File: src/rtl/imem_loader_if.sv
// Byte-stream, instruction-memory write and status signals between the boot loader and its environment.
// The loader uses the slave modport; a byte source / test environment uses master.
interface imem_loader_if #(
  parameter int ADDR_WIDTH = 8
);
  logic                  start;
  logic                  in_valid;
  logic [7:0]            in_data;
  logic                  in_ready;
  logic                  imem_we;
  logic [ADDR_WIDTH-1:0] imem_addr;
  logic [15:0]           imem_wdata;
  logic                  cpu_reset;
  logic                  busy;
  logic                  done;
  logic                  error;
  logic [ADDR_WIDTH:0]   words_loaded;

  modport master (
    output start, in_valid, in_data,
    input  in_ready, imem_we, imem_addr, imem_wdata,
           cpu_reset, busy, done, error, words_loaded
  );

  modport slave (
    input  start, in_valid, in_data,
    output in_ready, imem_we, imem_addr, imem_wdata,
           cpu_reset, busy, done, error, words_loaded
  );
endinterface

File: src/rtl/imem_loader.sv
// Boot-time program loader: parses a length/words/checksum byte frame, writes 16-bit words into
// instruction memory and releases the core from reset only after a load with a good checksum.
module imem_loader #(
  parameter int ADDR_WIDTH = 8
) (
  input  logic       clk,
  input  logic       rst_n,
  imem_loader_if.slave bus
);

  typedef enum logic [2:0] {
    S_IDLE, S_LEN_HI, S_LEN_LO, S_DATA_HI, S_DATA_LO, S_CHECK, S_DONE, S_ERROR
  } state_t;

  localparam logic [16:0] CAPACITY = 17'(1) << ADDR_WIDTH;

  state_t                state_q, state_d;
  logic [7:0]            runXor_q, runXor_d;
  logic [15:0]           len_q, len_d;
  logic [7:0]            hiByte_q, hiByte_d;
  logic [ADDR_WIDTH:0]   wordCount_q, wordCount_d;
  logic                  we_q, we_d;
  logic [ADDR_WIDTH-1:0] addr_q, addr_d;
  logic [15:0]           wdata_q, wdata_d;
  logic                  inReady_q, busy_q, done_q, error_q, cpuReset_q;

  logic                  accept;
  logic [15:0]           lenNew;
  logic [16:0]           wordsNext;
  logic                  busyNext;

  assign accept    = bus.in_valid && inReady_q;
  assign lenNew    = {len_q[15:8], bus.in_data};
  assign wordsNext = 17'(wordCount_q) + 17'd1;

  always_comb begin
    state_d     = state_q;
    runXor_d    = accept ? (runXor_q ^ bus.in_data) : runXor_q;
    len_d       = len_q;
    hiByte_d    = hiByte_q;
    wordCount_d = wordCount_q;
    we_d        = 1'b0;
    addr_d      = addr_q;
    wdata_d     = wdata_q;

    case (state_q)
      S_IDLE, S_DONE, S_ERROR: begin
        if (bus.start) begin
          state_d     = S_LEN_HI;
          runXor_d    = '0;
          wordCount_d = '0;
        end
      end
      S_LEN_HI: begin
        if (accept) begin
          len_d[15:8] = bus.in_data;
          state_d     = S_LEN_LO;
        end
      end
      S_LEN_LO: begin
        if (accept) begin
          len_d = lenNew;
          // A program larger than the memory is rejected before any byte of it is consumed
          if ({1'b0, lenNew} > CAPACITY) begin
            state_d = S_ERROR;
          end else if (lenNew == 16'd0) begin
            state_d = S_CHECK;
          end else begin
            state_d = S_DATA_HI;
          end
        end
      end
      S_DATA_HI: begin
        if (accept) begin
          hiByte_d = bus.in_data;
          state_d  = S_DATA_LO;
        end
      end
      S_DATA_LO: begin
        if (accept) begin
          we_d        = 1'b1;
          addr_d      = wordCount_q[ADDR_WIDTH-1:0];
          wdata_d     = {hiByte_q, bus.in_data};
          wordCount_d = wordsNext[ADDR_WIDTH:0];
          state_d     = (wordsNext == {1'b0, len_q}) ? S_CHECK : S_DATA_HI;
        end
      end
      S_CHECK: begin
        if (accept) begin
          state_d = (bus.in_data == runXor_q) ? S_DONE : S_ERROR;
        end
      end
      default: state_d = S_IDLE;
    endcase
  end

  assign busyNext = (state_d == S_LEN_HI) || (state_d == S_LEN_LO) || (state_d == S_DATA_HI) ||
                    (state_d == S_DATA_LO) || (state_d == S_CHECK);

  // Status flags are registered from the next state so every output comes straight from a flop
  always_ff @(posedge clk or negedge rst_n) begin
    if (!rst_n) begin
      state_q     <= S_IDLE;
      runXor_q    <= '0;
      len_q       <= '0;
      hiByte_q    <= '0;
      wordCount_q <= '0;
      we_q        <= 1'b0;
      addr_q      <= '0;
      wdata_q     <= '0;
      inReady_q   <= 1'b0;
      busy_q      <= 1'b0;
      done_q      <= 1'b0;
      error_q     <= 1'b0;
      cpuReset_q  <= 1'b1;
    end else begin
      state_q     <= state_d;
      runXor_q    <= runXor_d;
      len_q       <= len_d;
      hiByte_q    <= hiByte_d;
      wordCount_q <= wordCount_d;
      we_q        <= we_d;
      addr_q      <= addr_d;
      wdata_q     <= wdata_d;
      inReady_q   <= busyNext;
      busy_q      <= busyNext;
      done_q      <= (state_d == S_DONE);
      error_q     <= (state_d == S_ERROR);
      cpuReset_q  <= (state_d != S_DONE);
    end
  end

  assign bus.in_ready     = inReady_q;
  assign bus.imem_we      = we_q;
  assign bus.imem_addr    = addr_q;
  assign bus.imem_wdata   = wdata_q;
  assign bus.cpu_reset    = cpuReset_q;
  assign bus.busy         = busy_q;
  assign bus.done         = done_q;
  assign bus.error        = error_q;
  assign bus.words_loaded = wordCount_q;

endmodule

File: src/flat_wrapper.sv
// flat-port wrapper written by rule: the top's interface ports become plain ports
module imem_loader_flat 
#(
  parameter int ADDR_WIDTH = 8
)
  (clk, rst_n, bus_start, bus_in_valid, bus_in_data, bus_in_ready, bus_imem_we, bus_imem_addr, bus_imem_wdata, bus_cpu_reset, bus_busy, bus_done, bus_error, bus_words_loaded);
  imem_loader_if #(.ADDR_WIDTH(ADDR_WIDTH)) bus_i ();
  input  logic clk;
  input  logic rst_n;
  input wire logic [$bits(bus_i.start)-1:0] bus_start;
  input wire logic [$bits(bus_i.in_valid)-1:0] bus_in_valid;
  input wire logic [$bits(bus_i.in_data)-1:0] bus_in_data;
  output wire logic [$bits(bus_i.in_ready)-1:0] bus_in_ready;
  output wire logic [$bits(bus_i.imem_we)-1:0] bus_imem_we;
  output wire logic [$bits(bus_i.imem_addr)-1:0] bus_imem_addr;
  output wire logic [$bits(bus_i.imem_wdata)-1:0] bus_imem_wdata;
  output wire logic [$bits(bus_i.cpu_reset)-1:0] bus_cpu_reset;
  output wire logic [$bits(bus_i.busy)-1:0] bus_busy;
  output wire logic [$bits(bus_i.done)-1:0] bus_done;
  output wire logic [$bits(bus_i.error)-1:0] bus_error;
  output wire logic [$bits(bus_i.words_loaded)-1:0] bus_words_loaded;
  assign bus_i.start = bus_start;
  assign bus_i.in_valid = bus_in_valid;
  assign bus_i.in_data = bus_in_data;
  assign bus_in_ready = bus_i.in_ready;
  assign bus_imem_we = bus_i.imem_we;
  assign bus_imem_addr = bus_i.imem_addr;
  assign bus_imem_wdata = bus_i.imem_wdata;
  assign bus_cpu_reset = bus_i.cpu_reset;
  assign bus_busy = bus_i.busy;
  assign bus_done = bus_i.done;
  assign bus_error = bus_i.error;
  assign bus_words_loaded = bus_i.words_loaded;
  imem_loader #(.ADDR_WIDTH(ADDR_WIDTH)) u_core (.clk(clk), .rst_n(rst_n), .bus(bus_i));
endmodule
File: config.mk
export PLATFORM = sky130hd
export DESIGN_NAME = imem_loader_flat
export DESIGN_NICKNAME = d
export VERILOG_FILES = /design/src/rtl/imem_loader_if.sv /design/src/rtl/imem_loader.sv /design/src/flat_wrapper.sv
export SDC_FILE = /design/constraint.sdc
export NUM_CORES = 1
export LEC_CHECK = 0
export ABC_AREA = 1
export CORE_UTILIZATION = 54
export CTS_CLUSTER_DIAMETER = 100
export CTS_CLUSTER_SIZE = 28
export DETAILED_ROUTE_END_ITERATION = 16
export PLACE_DENSITY = 0.87
export SYNTH_ARGS = -nofsm -noshare
export SYNTH_HDL_FRONTEND = slang
export SYNTH_SLANG_ARGS = --single-unit
File: constraint.sdc
create_clock -name clk -period 2.3 [get_ports clk]
set_input_delay 0.23 -clock clk [delete_from_list [all_inputs] [get_ports clk]]
set_output_delay 0.23 -clock clk [all_outputs]
set_load 0.01 [all_outputs]
# == Word-level counts from Yosys, hierarchy flattened ==
# Index checks and enable logic that the tools add are counted.
# word_totals
regBits,73
output_inout_bits,39
wordCells,71
# op_classes
addsub,1
magnitude_cmp,1
n_eq_ne,19
mux,21
n_bitwise,2
n_reduce_logical,14
# ops
op,count
8-bit 2-to-1 mux,4
3-bit 2-to-1 mux,9
"3-bit equality test, second input constant",8
9-bit 2-to-1 mux,2
3-bit one-hot mux with 6 select lines,1
9-bit one-hot mux with 2 select lines,1
17-bit by 16-bit equality test with 1-bit output,1
"16-bit by 9-bit > comparator with 1-bit output, second input constant",1
16-bit zero test,1
8-bit one-hot mux with 2 select lines,1
"3-bit by 2-bit equality test with 1-bit output, second input constant",4
"9-bit by 1-bit adder with 10-bit output, second input constant",1
8-bit equality test,1
8-bit bitwise XOR,1
"3-bit by 1-bit equality test with 1-bit output, second input constant",2
2-bit AND reduction,3
3-bit AND reduction,2
1-bit logical OR,4
3-bit zero test,1
1-bit 2-to-1 mux,3
"3-bit inequality test, second input constant",1
3-bit OR reduction,1
"2-bit by 1-bit inequality test with 1-bit output, second input constant",1
"2-bit inequality test, second input constant",1
other kinds (3),3

# == Depth between registers and ports, before layout ==
# Gate-level depths: netlist of the first run.
# depth
depth_word,10
mapped_depth,15
ltp_nobuf,15

# == Least setup slack after synthesis of the first run ==
# Ideal clock, no wire load.
# synth_path
kind,reg-to-reg
start,register u_core.wordCount_q[0] (netlist: u_core.bus.words_loaded[0])
end,register u_core.inReady_q (netlist: u_core.bus.in_ready)
setup_ns,0.118
t_arrival_ns,1.611
required_time_ns,2.182
setup_slack_ns,0.570
path_stages_with_launch,15
cell_sequence,dfrtp_1 > ha_1 > nand3_1 > nor2_2 > nand3_1 > nand2_1 > nand2_1 > nand2_1 > inv_1 > nand3_1 > nand2_1 > nand3_2 > clkinv_1 > nand2_1 > nand2_1
# synth_via
elab_chain_cells,10
word_cells_on_any_way,14
classes_between,1 x add/sub; 6 x eq/ne; 3 x mux; 4 x reduce/logical
# synth_lines
element,line,source
from (decl),imem_loader.sv:21,"logic [ADDR_WIDTH:0] wordCount_q, wordCount_d;"
from (signal assigned),imem_loader.sv:121,wordCount_q <= wordCount_d;
9-bit by 1-bit adder with 10-bit output (*),imem_loader.sv:34,assign wordsNext = 17'(wordCount_q) + 17'd1;
17-bit by 16-bit equality test with 1-bit output (*),imem_loader.sv:85,"state_d = (wordsNext == {1'b0, len_q}) ? S_CHECK : S_DATA_HI;"
3-bit 2-to-1 mux (*),imem_loader.sv:85,
3-bit 2-to-1 mux (*),imem_loader.sv:80,if (accept) begin
3-bit one-hot mux with 6 select lines (*),imem_loader.sv:46,case (state_q)
net u_core.state_d[1],imem_loader.sv:17,"state_t state_q, state_d;"
3-bit by 1-bit equality test with 1-bit output or 3-bit by 2-bit equality test with 1-bit output (tied branches),imem_loader.sv:97,assign busyNext = (state_d == S_LEN_HI) || (state_d == S_LEN_LO) || (state_d == S_DATA_HI) ||
1-bit logical OR (3 in series),imem_loader.sv:97,
1-bit logical OR (*),imem_loader.sv:98,(state_d == S_DATA_LO) || (state_d == S_CHECK);
net u_core.busyNext,imem_loader.sv:30,logic busyNext;
to (signal assigned),imem_loader.sv:125,inReady_q <= busyNext;
to (decl),imem_loader.sv:25,"logic inReady_q, busy_q, done_q, error_q, cpuReset_q;"
# Mark *: on every way through the listed nets, which the timed path passes. The rest lies on a longest branch.
# A chain may end at the register's enable or synchronous reset.

# == Final worst setup path of the first run ==
# Same ends and word-level chain as after synthesis.

==> metrics.txt, run 1 <==
Clock Sinks=73; crit path max fanout=7; final core occ=70.6%; vias=3103; Die X=81.8 um; max-cap violation count=0; Pre-Repair DR Iteration Count=5; total number of H-tree levels=3; Max IR drop VDD=0.748 mV; CP delay by family, top=simple AND/OR/NAND/NOR gates; uppermost layer routed=met4; met1 wire length=3.47 mm; most numerous cell in the Yosys netlist=nand2_1; drt drc=0; WHS=0.412 ns; vias in the first global route=2862; leakage=2.04 nW; num rows=28; simple-gate portion of the synthesized area=28.0%; worst reg2reg path startpoint=u_core.bus.words_loaded[0]; clock root buffer=clkbuf_8; starting density of the core=57.0%; Core Region=0.00603 mm^2; fin. max-slew vios=0; Post-Synthesis Cells=435; I/O pin count=51; die area=0.00669 mm^2; synth unique cells=29; Post-synth EDFFs=0; top-area cell type share of the netlist area=52.4%; most used cell, CP=nand2_1; Met3 Wirelength=449 um; Critical Path Start=u_core.bus.words_loaded[0]; fraction of layout cells with a size suffix above 1=7.24%; overall routing resource usage=26.9%; largest net degree at the start of global routing=74; status=completed; gpl congestion=0.872; min-delay worst type=input pin to async pin; Async SR Flop Fraction=100%; top post-synthesis cells by area=dfrtp_1, nand2_1, o21ai_0; post-route cell area=0.00425 mm^2; first-pass GRT wire length=13.3 mm; 1st-iter DRT viols=309; largest family of logic cells by synthesized area=simple AND/OR/NAND/NOR gates; fmax=507 MHz; initial antenna violation count=0; Die Y=81.8 um; clock buffer depth=2; xor/xnor share of the synthesized area=2.04%; Tmin final=1.97 ns; Worst-path clk slew=0.08 ns; synthesized cell area=0.00344 mm^2; drt total wl=7.89 mm; CP required=2.54 ns; syn_area_per_cell=7.90 um^2; Routed Antenna Nets=0; worst path cell trace=ha_1, nand3_1, nor2_2, nand3_1, nand2_1, nand2_1, nand2_1, inv_1, nand3_1, nand2_1, nand3_2, clkinv_1, nand2_1, nand2_1; vias per cell=5.42; Final nets=505; Syn Nets=448; Max stage delay on crit path=0.44 ns; grt total ovfl=0; Slew @ Worst Pin=0.467 ns; CTS Buf Count=9; startpoint types=flop; I/O Buffers=50; WL/cell=13.8 um; dominant cell type by area after synthesis=dfrtp_1; clk_skew=0.0115 ns; relative slew slack=68.9%; Crit path buffers/inverters=2; Worst EP arrival=2.21 ns; adder-cell share of the synthesized area=0.364%; Fill cells=486; Setup-failing EPs final=0; met2 wire len=3.81 mm; Ys Warns=0; Compound-Gate Fraction of Synth Area=9.54%; final period utilization=85.7%; setup_tns=0 ns; top post-synthesis cells by count=nand2_1, dfrtp_1, o21ai_0; DP Area=0.00404 mm^2; Worst-Skew Late Latency=0.35 ns; #FFs+latches synth=73; Power Dens Cells=1190 mW/mm^2; Worst path slowest cell=dfrtp_2; CP endpoint kind=flop; sequential share of the synthesized area=53.2%; Final Hold Fails=0; number of diodes=0; critical path type=flop to flop; TritonCTS clock tree=built; Area Growth Syn to Fin=23.7%; main flop type after synthesis=dfrtp_1; post-DP HPWL=5.48 mm; RSZ-0062 raised after global routing=no; post-synthesis mux area share=0%
==> kinds of logic (layout without fill, tap and decap cells) <==
logic type / after synthesis / after routing
flops: 73 / 73
simple gates: 231 / 231
xor+xnor: 8 / 8
buf+inv: 61 / 123
fa+ha+maj: 1 / 1
compound gates: 61 / 61
==> power breakdown <==
part	switching [mW]	leakage (nW)	internal, mW
clock	0.500	0.0985	0.532
sequential	0.344	0.945	1.78
combinational	1.04	0.998	0.847
==> layout make-up <==
type                       count  area, um^2  area share [%]
clock inverter                 6        67.6            1.59
multi-input combinational    301        1370            32.3
timing repair buffer          57         563            13.2
sequential                    73        1830            43.0
tap                           75        93.8            2.21
inverter                      50         188            4.41
clock buffer                  10         138            3.24
==> cell usage in the layout, fill, tap and decap left out, types with 2 or more instances in the layout <==
master	instances
inv_1	47
nand2_1	145
clkinv_4	2
nand2_2	2
clkinvlp_4	2
nor2_2	4
nand3_1	28
o22ai_1	3
xnor2_1	5
o21ai_0	48
a21oi_1	3
clkdlybuf4s50_1	49
nor3_1	7
dfrtp_1	71
nand4_1	4
a211oi_1	5
clkinv_1	2
xor2_1	3
buf_4	5
nand3_2	2
nor2_1	36
clkbuf_8	10
==> worst reg2reg max path: cells and delay by family, from the launching register on <==
family | cells | cell delay, ns
simple gates | 11 | 1.11
flops | 1 | 0.44
fa+ha+maj | 1 | 0.21
buf+inv | 2 | 0.12
==> per-stage QoR <==
stage	std cells	worst slack, ns	total power, mW
global route	572	0.0463	5.42
global placement	555	0.364	3.91
floorplan	435	0.570	3.22
CTS	572	0.277	5.05
finish	572	0.328	5.04
detailed placement	555	0.288	4.00
==> state kept, by name (all words and copies together), names as in the netlist, 3 cells and up <==
name and flops:
u_core.hiByte_q 8, u_core.bus.imem_addr 8, u_core.runXor_q 8, u_core.bus.imem_wdata 16, u_core.len_q 16, u_core.bus.words_loaded 9
u_core.state_q 3
==> what timing repair did <==
item / in CTS / in global routing
resized for setup: 0 / 1
setup endpoints to repair: 0 / 3
buffers inserted: 0 / 0
hold buffers: 1 / 0
hold endpoints to repair: 72 / 0
==> worst paths after layout <==
path / to / slack [ns] / depth (start not counted)
worst max-delay path: u_core.bus.in_ready / 0.33 / 14
worst min-delay path: u_core.bus.imem_addr[0] / 0.41 / 3
worst max register to register: u_core.bus.in_ready / 0.33 / 14
worst min register to register: u_core.bus.imem_addr[5] / 0.49 / 2
max in group asynchronous: u_core.bus.cpu_reset / 1.53 / 3
min in group clk: u_core.bus.imem_addr[5] / 0.49 / 2
==> metal layers <==
metal / global-route usage (%) / vias to the layer above
met5: 0 / -
met4: 12.5 / 0
met3: 4.89 / 21
met2: 41.7 / 116
met1: 36.7 / 1466
li1: - / 1500
(Power assumes the default switching activity.)
==> run 2: changes to the inputs <==
HOLD_SLACK_MARGIN = 0.06   (was not set)
==> results of run 2 <==
No change in the layout: final DEF, timing and power equal those of run 1.
